## src/rtl/spi_pkg.sv

```systemverilog
// Shared definitions for the SPI transfer controller.
// Provides the FSM state enumeration, the state encoding width, the default
// data/address widths, and a small max helper for counter sizing.
package spi_pkg;

  localparam int unsigned DefWidth     = 8;
  localparam int unsigned DefAddrWidth = 7;
  localparam int unsigned StateW       = 3;

  typedef enum logic [StateW-1:0] {
    StIdle,
    StGetAddr,
    StLatchAddr,
    StReadLoad,
    StReadShift,
    StWriteGet,
    StWriteCommit,
    StDone
  } state_e;

  function automatic int unsigned max_u(input int unsigned a, input int unsigned b);
    return (a > b) ? a : b;
  endfunction

endpackage

```

## src/rtl/spi_xfer_ctrl_if.sv

```systemverilog
// Handshake bundle between the SPI front end and the transfer controller.
// master: the front end (drives cs_cond, sclk_pos, sclk_neg, rw_bit).
// slave : the controller (drives addr_we, sr_load, dm_we, miso_en, busy and,
//         when SPI_XFER_ABORT_FLAG_EN is defined, abort).
interface spi_xfer_ctrl_if;

  logic cs_cond;   // conditioned chip select, active-low
  logic sclk_pos;  // one-cycle pulse on sclk rising edge
  logic sclk_neg;  // one-cycle pulse on sclk falling edge
  logic rw_bit;    // shift register bit 0, R/W flag (1 = read)
  logic addr_we;   // address latch enable
  logic sr_load;   // shift register parallel load
  logic dm_we;     // data memory write enable
  logic miso_en;   // MISO tristate enable
  logic busy;      // controller not idle
`ifdef SPI_XFER_ABORT_FLAG_EN
  logic abort;     // transfer cut short by chip select
`endif

  modport master (
    output cs_cond, sclk_pos, sclk_neg, rw_bit,
`ifdef SPI_XFER_ABORT_FLAG_EN
    input  abort,
`endif
    input  addr_we, sr_load, dm_we, miso_en, busy
  );

  modport slave (
    input  cs_cond, sclk_pos, sclk_neg, rw_bit,
`ifdef SPI_XFER_ABORT_FLAG_EN
    output abort,
`endif
    output addr_we, sr_load, dm_we, miso_en, busy
  );

endinterface

```

## src/rtl/spi_bitcount.sv

```systemverilog
// Saturating bit counter for the SPI transfer controller.
// Ports: clk, rst_n (async active-low), clr (synchronous clear, wins over inc),
// inc (count one pulse), target (terminal count), last (high on the pulse that
// reaches target, so the FSM can move on the following cycle).
module spi_bitcount #(
  parameter int unsigned cnt_w = 4
) (
  input  logic             clk,
  input  logic             rst_n,
  input  logic             clr,
  input  logic             inc,
  input  logic [cnt_w-1:0] target,
  output logic             last
);

  logic [cnt_w-1:0] count_q, count_d;

  always_comb begin
    count_d = count_q;
    if (clr) begin
      count_d = '0;
    end else if (inc && (count_q != target)) begin
      // Stops at target rather than wrapping.
      count_d = count_q + cnt_w'(1);
    end
  end

  assign last = inc && (count_q == (target - cnt_w'(1)));

  always_ff @(posedge clk or negedge rst_n) begin
    if (!rst_n) begin
      count_q <= '0;
    end else begin
      count_q <= count_d;
    end
  end

endmodule

```

## src/rtl/spi_xfer_ctrl.sv

```systemverilog
// SPI slave transfer controller: sequences address capture, then either a
// read (load + shift out on MISO) or a write (shift in + commit to memory).
// Ports: clk, rst_n (async active-low), bus (spi_xfer_ctrl_if.slave).
// Optional feature: define SPI_XFER_ABORT_FLAG_EN to add bus.abort, a pulse
// for chip select rising while a transfer is still in progress.
module spi_xfer_ctrl
  import spi_pkg::*;
#(
  parameter int unsigned width     = DefWidth,
  parameter int unsigned addrwidth = DefAddrWidth
) (
  input  logic          clk,
  input  logic          rst_n,
  spi_xfer_ctrl_if.slave bus
);

  // Wide enough for the address phase too when addrwidth+1 exceeds width.
  localparam int unsigned cnt_w = $clog2(max_u(width, addrwidth + 1) + 1);

  state_e           state_q, state_d;
  logic             armed_q;
  logic             cnt_inc, cnt_clr, cnt_last;
  logic [cnt_w-1:0] cnt_target;

  // A transfer may only start once chip select has been seen high after
  // reset, so a reset released mid-frame does not pick up a partial frame.
  always_ff @(posedge clk or negedge rst_n) begin
    if (!rst_n) begin
      state_q <= StIdle;
      armed_q <= 1'b0;
    end else begin
      state_q <= state_d;
      if (bus.cs_cond) begin
        armed_q <= 1'b1;
      end
    end
  end

  // Only the pulse relevant to the current phase is counted.
  always_comb begin
    cnt_inc = 1'b0;
    case (state_q)
      StGetAddr, StWriteGet: cnt_inc = bus.sclk_pos;
      StReadShift:           cnt_inc = bus.sclk_neg;
      default:               cnt_inc = 1'b0;
    endcase
  end

  assign cnt_target = (state_q == StGetAddr) ? cnt_w'(addrwidth + 1) : cnt_w'(width);
  assign cnt_clr    = (state_d != state_q);

  spi_bitcount #(
    .cnt_w (cnt_w)
  ) u_bitcount (
    .clk    (clk),
    .rst_n  (rst_n),
    .clr    (cnt_clr),
    .inc    (cnt_inc),
    .target (cnt_target),
    .last   (cnt_last)
  );

  always_comb begin
    state_d = state_q;
    unique case (state_q)
      StIdle:        if (!bus.cs_cond && armed_q) state_d = StGetAddr;
      StGetAddr:     if (cnt_last) state_d = StLatchAddr;
      StLatchAddr:   state_d = bus.rw_bit ? StReadLoad : StWriteGet;
      StReadLoad:    state_d = StReadShift;
      StReadShift:   if (cnt_last) state_d = StDone;
      StWriteGet:    if (cnt_last) state_d = StWriteCommit;
      StWriteCommit: state_d = StDone;
      StDone:        state_d = StDone;
      default:       state_d = StIdle;
    endcase
    // Chip select release overrides any pending phase transition.
    if (bus.cs_cond && (state_q != StIdle)) begin
      state_d = StIdle;
    end
  end

  // Strobes are suppressed in the cycle chip select is seen high.
  assign bus.addr_we = (state_q == StLatchAddr)   && !bus.cs_cond;
  assign bus.sr_load = (state_q == StReadLoad)    && !bus.cs_cond;
  assign bus.dm_we   = (state_q == StWriteCommit) && !bus.cs_cond;
  assign bus.miso_en = (state_q == StReadLoad) || (state_q == StReadShift);
  assign bus.busy    = (state_q != StIdle);

`ifdef SPI_XFER_ABORT_FLAG_EN
  assign bus.abort = bus.cs_cond && (state_q != StIdle) && (state_q != StDone);
`endif

endmodule

```

## src/flat_wrapper.sv

```systemverilog
// flat-port wrapper written by rule: the top's interface ports become plain ports
module spi_xfer_ctrl_flat import spi_pkg::*;
#(
  parameter int unsigned width     = DefWidth,
  parameter int unsigned addrwidth = DefAddrWidth
)
  (clk, rst_n, bus_cs_cond, bus_sclk_pos, bus_sclk_neg, bus_rw_bit, bus_addr_we, bus_sr_load, bus_dm_we, bus_miso_en, bus_busy);
  spi_xfer_ctrl_if bus_i ();
  input  logic clk;
  input  logic rst_n;
  input wire logic [$bits(bus_i.cs_cond)-1:0] bus_cs_cond;
  input wire logic [$bits(bus_i.sclk_pos)-1:0] bus_sclk_pos;
  input wire logic [$bits(bus_i.sclk_neg)-1:0] bus_sclk_neg;
  input wire logic [$bits(bus_i.rw_bit)-1:0] bus_rw_bit;
  output wire logic [$bits(bus_i.addr_we)-1:0] bus_addr_we;
  output wire logic [$bits(bus_i.sr_load)-1:0] bus_sr_load;
  output wire logic [$bits(bus_i.dm_we)-1:0] bus_dm_we;
  output wire logic [$bits(bus_i.miso_en)-1:0] bus_miso_en;
  output wire logic [$bits(bus_i.busy)-1:0] bus_busy;
  assign bus_i.cs_cond = bus_cs_cond;
  assign bus_i.sclk_pos = bus_sclk_pos;
  assign bus_i.sclk_neg = bus_sclk_neg;
  assign bus_i.rw_bit = bus_rw_bit;
  assign bus_addr_we = bus_i.addr_we;
  assign bus_sr_load = bus_i.sr_load;
  assign bus_dm_we = bus_i.dm_we;
  assign bus_miso_en = bus_i.miso_en;
  assign bus_busy = bus_i.busy;
  spi_xfer_ctrl #(.width(width), .addrwidth(addrwidth)) u_core (.clk(clk), .rst_n(rst_n), .bus(bus_i));
endmodule
```

## config.mk

```make
export PLATFORM = sky130hd
export DESIGN_NAME = spi_xfer_ctrl_flat
export DESIGN_NICKNAME = d
export VERILOG_FILES = /design/src/rtl/spi_pkg.sv /design/src/rtl/spi_xfer_ctrl_if.sv /design/src/rtl/spi_bitcount.sv /design/src/rtl/spi_xfer_ctrl.sv /design/src/flat_wrapper.sv
export SDC_FILE = /design/constraint.sdc
export NUM_CORES = 1
export LEC_CHECK = 0
export CORE_MARGIN = 8
export CORE_UTILIZATION = 30
export DETAILED_ROUTE_END_ITERATION = 10
export HOLD_SLACK_MARGIN = 0.12
export PLACE_DENSITY = 0.58
export SLEW_MARGIN = 20
export SYNTH_ARGS = -nofsm -noshare
export SYNTH_HDL_FRONTEND = slang
export SYNTH_SLANG_ARGS = --single-unit
```

## constraint.sdc

```tcl
create_clock -name clk -period 1.7 [get_ports clk]
set_input_delay 0.34 -clock clk [delete_from_list [all_inputs] [get_ports clk]]
set_output_delay 0.34 -clock clk [all_outputs]
set_load 0.005 [all_outputs]
```

Yosys cells after proc, flatten, opt, wreduce, memory -nomap -nowiden
Index checks and enable logic that the tools add are counted.

Input port bits: 6. Word-level logic and storage cells: 38. Bits in registers: 8. Output and inout port bits: 5.

Mux-type cells: 10. Eq/ne operators: 10. Add/subtract/negate cells: 1. Reductions and logical operators: 14.

Operators by type and width (count): $pmux 3 s7 (1); $mux 3 (6); $eq 3x3->1 const B (4); $mux 4 (2); $logic_and 1x1->1 (7); $eq 3x2->1 const B (2); $add 4x1->4 const B (1); $eq 4x3->1 const B (1); $ne 4x4->1 const B (1); $reduce_or 2->1 (2); $eq 3x1->1 const B (1); $logic_not 3->1 (1); $ne 3x3->1 (1); $reduce_bool 3->1 (1); $pmux 1 s2 (1); $reduce_bool 2->1 (1); $logic_not 1->1 (1); $logic_or 1x1->1 (1).

Logic depth before layout (Yosys ltp)
Word-level depth: 9. Depth in mapped cells: 6. Mapped depth without buffers: 6.

Cells and area by module
Synthesis repeated with hierarchy kept, for this count alone.

Cells, all modules: 74. Area total of the unflattened synthesis: 608.1 um^2.

By module, submodules not included: spi_xfer_ctrl (seq. area each 100.1 um^2, cells each 42, instances 1, area an instance 317.8 um^2); spi_bitcount (seq. area each 100.1 um^2, cells each 32, instances 1, area an instance 290.3 um^2).

Least setup slack after synthesis
No wires, ideal clock.

Path type: reg-to-reg. From: register u_core.u_bitcount.count_q[0]. To: register u_core.u_bitcount.count_q[1]. Arrival time: 1.328 ns. Path buffers: 0. Setup slack: 0.230 ns. Data required time: 1.558 ns. Cell stages (with the launch flop): 7. Cells stage by stage: dfrtp_1 > inv_1 > ha_1 > and3b_1 > a211oi_2 > mux2i_1 > a211oi_2.

Cells in the longest elaborated chain, start to end: 7. Elaborated cells on any way between the ends: 14. Classes of those cells: add/sub: 1; eq/ne: 3; mux: 7; reduce/logical: 3.

Ends and longest elaborated chain: start: declaration (RTL line spi_bitcount.sv:16) `logic [cnt_w-1:0] count_q, count_d;`; start signal: assignment (RTL line spi_bitcount.sv:34) `count_q <= count_d;`; $eq 4x3->1 (RTL line spi_bitcount.sv:28) `assign last = inc && (count_q == (target - cnt_w'(1)));`; $logic_and 1x1->1 (RTL line spi_bitcount.sv:28); $mux 3, on equally long branches (RTL line spi_xfer_ctrl.sv:71, spi_xfer_ctrl.sv:67, spi_xfer_ctrl.sv:70); $pmux 3 s7 (RTL line spi_xfer_ctrl.sv:65) `unique case (state_q)`; $mux 3 (RTL line spi_xfer_ctrl.sv:77) `if (bus.cs_cond && (state_q != StIdle)) begin`; $ne 3x3->1 (RTL line spi_xfer_ctrl.sv:50) `assign cnt_clr = (state_d != state_q);`; $mux 4 or $reduce_bool 2->1 (tied branches).

Parallel ways exist; a longest one is shown, timed or not. The select of a mux whose other input is x is not followed. A chain may end at the register's enable or synchronous reset.

Worst setup path after layout
From: register u_core.state_q[0]. To: output port bus_dm_we.

Cells in the longest elaborated chain, start to end: 2.

Ends and longest elaborated chain: start: declaration (RTL line spi_xfer_ctrl.sv:20) `state_e state_q, state_d;`; start signal: assignment (RTL line spi_xfer_ctrl.sv:29) `state_q <= StIdle;`; start signal: assignment (RTL line spi_xfer_ctrl.sv:32) `state_q <= state_d;`; $eq 3x3->1 (RTL line spi_xfer_ctrl.sv:85) `assign bus.dm_we = (state_q == StWriteCommit) && !bus.cs_cond;`; $logic_and 1x1->1 (RTL line spi_xfer_ctrl.sv:85); end: declaration (RTL line flat_wrapper.sv:17) `output wire logic [$bits(bus_i.dm_we)-1:0] bus_dm_we;`.

Every way passes these cells.

==> metrics <==
status=complete, no violations; number of CTS-inserted buffers=3; Final Hold Viols=0; worst hold path class=in -> async; Slew Viols, Final=0; DR vias=590; number of global-route vias before repair=577; drt first pass iters=3; # IOs=11; Setup violations, final=0; full die area=3880 sq um; Crit Path Class=reg -> out; relative slew slack=76.9%; clk_lat worst skew=0.24 ns; initial drt markers=3; Main synth FF type=dfrtp_1; Synth Cell Area=643 sq um; post-detailed-route count of antenna-violating nets=0; LEAKAGE=0.435 nW; Filler cells=194; Max Clk Rate=611 MHz; clock slew at reported path FFs=0.05 ns; Yosys reg bits=8; number of diodes=0; Synthesized Nets=75; starting density of the core=32.1%; FF/Latch Area=201 sq um; WP data required=1.36 ns; grt ovf=0; worst vdd ir=0.318 mV; CTS Sinks=8; clock skew after layout=0.00109 ns; max incr delay on CP=0.42 ns; initial antenna violation count=0; CTS tree=done; Cell Pwr Density=443 nW/um^2; drt via density=4.84; nets=105; largest net degree at the start of global routing=10; Row Count=16; Avg Inst Size Synth=9.60 sq um; I/O Buffers=10; worst slew pin tran=0.346 ns; Yosys warning count=0; post-DP HPWL=1180 microns; Startpoint Class=flip-flop; Total Power=0.433 mW; Worst Setup End Kind=output port; most frequent cells in the layout=buf_4, dfrtp_1, a211oi_2, nor2_1, clkdlybuf4s50_1; number of synthesized flops with an enable pin=0; CP Max Fanout=5; Setup TNS=0 ns; area taken by multi-input logic gates=463 sq um; share of the synthesized area in the top cell type=31.1%; largest area contributor in the netlist=dfrtp_1; GRT Total Usage=7.91%; share of layout cells above drive strength 1=49.5%; Mapped Cells=67; CP bufs+invs=3; critical path's top delay family=buffers and inverters; final period utilization=96.3%; Max Cap Viol=0; crit path DAT=1.30 ns; slowest CP cell=dfrtp_2; area grow syn2layout=52.1%; H-tree Lvls=1; worst-path cell chain=buf_6 > buf_4 > nor3b_2 > clkdlybuf4s15_2; wire per inst=12.6 microns; Synth area leaders=dfrtp_1, a211oi_2, nor2b_1; routability cong.=0.794; core area=2000 sq um; clock tree buffer depth=2; sequential-to-total area share from yosys stat=31.1%; # DRC=0; total wire length=1540 microns; FFs w/ async S/R, synth=100%; first-pass GRT wire length=2570 microns; die width=62.3 microns; fin crit period=1.64 ns; most common cell after layout, fill and taps aside=buf_4; final core utilization=48.9%; die height=62.3 microns; CTS Root Cell=clkbuf_4; Yosys cell types=30
flip-flops by register name, summed over array words and instances (netlist names):
name and count:
u_core.state_q 3, u_core.armed_q 1, u_core.u_bitcount.count_q 4
worst register-to-register path, stage by stage (launching register included):
cell,delay [ns]
dfrtp_1,0.37
buf_4,0.15
buf_6,0.14
nor2b_4,0.13
nor3_2,0.05
buf_4,0.14
a221oi_4,0.39
a211oi_2,0.13
final cells by class:
| class | instances | area share (%) |
|---|---|---|
| Clock buffer | 3 | 2.30 |
| Inverter | 4 | 1.53 |
| Multi-Input combinational cell | 52 | 47.3 |
| Sequential cell | 8 | 20.6 |
| Tap cell | 27 | 3.45 |
| Timing Repair Buffer | 28 | 24.8 |
synthesized netlist by cell type, drive strengths merged (2+ instances only):
cell type  number
mux2i           2
buf             2
dfrtp           8
nor2            4
a221oi          2
a21oi           2
o21ai           4
xnor2           2
nand2           5
nand3           2
nor3            3
ha              2
nor2b           5
inv             4
or2             2
a211oi          8
nor3b           2
repair_timing:
action / in CTS / in global routing
pin swaps: 3 / 5
resized for setup: 14 / 17
buffers inserted: 7 / 1
hold buffers: 0 / 0
setup endpoints to repair: 5 / 9
metrics by stage:
step                setup slack, ns  hold WS [ns]  area [sq um]  instances
floorplan                     0.230        0.0444           643         67
global placement             -0.265         0.442           848        111
detailed placement           -0.293         0.440           848        111
CTS                         -0.0658         0.374           935        121
global route                -0.0214         0.386           978        122
finish                       0.0634         0.369           978        122
power breakdown:
group	switching [mW]	total (mW)	internal (mW)
registers	0.00867	0.208	0.199
logic	0.0459	0.0948	0.0489
clock network	0.0510	0.131	0.0799
total	0.106	0.433	0.328
kinds of logic (layout without fill, tap and decap cells):
| logic type | after synthesis | count (layout) | share of synthesized area, % |
|---|---|---|---|
| simple gates | 28 | 28 | 26.3 |
| compound gates | 18 | 18 | 28.0 |
| flops | 8 | 8 | 31.1 |
| buf+inv | 7 | 35 | 4.86 |
| fa+ha+maj | 2 | 2 | 3.89 |
| xor+xnor | 2 | 2 | 2.72 |
| mux | 2 | 2 | 3.11 |
metal layers:
layer  global-route usage (%)  vias up  wire [microns]
met4                     4.27        0              13
li1                         -      303               -
met5                        0        -               0
met3                     1.08        2              19
met1                     9.23      282             734
met2                     13.6        3             775
path summary, 6_finish.rpt:
path	endpoint	slack, ns	start	cells past startpoint
setup / recovery	bus_dm_we	0.06	u_core.state_q[0]	4
hold / removal	u_core.armed_q	0.37	rst_n	1
setup reg to reg	u_core.u_bitcount.count_q[3]	0.07	u_core.state_q[2]	7
hold reg to reg	u_core.armed_q	0.48	u_core.armed_q	1
max in group asynchronous	u_core.state_q[0]	1.06	rst_n	1
min in group clk	u_core.state_q[2]	0.47	bus_cs_cond	3
(Power assumes the default switching activity.)
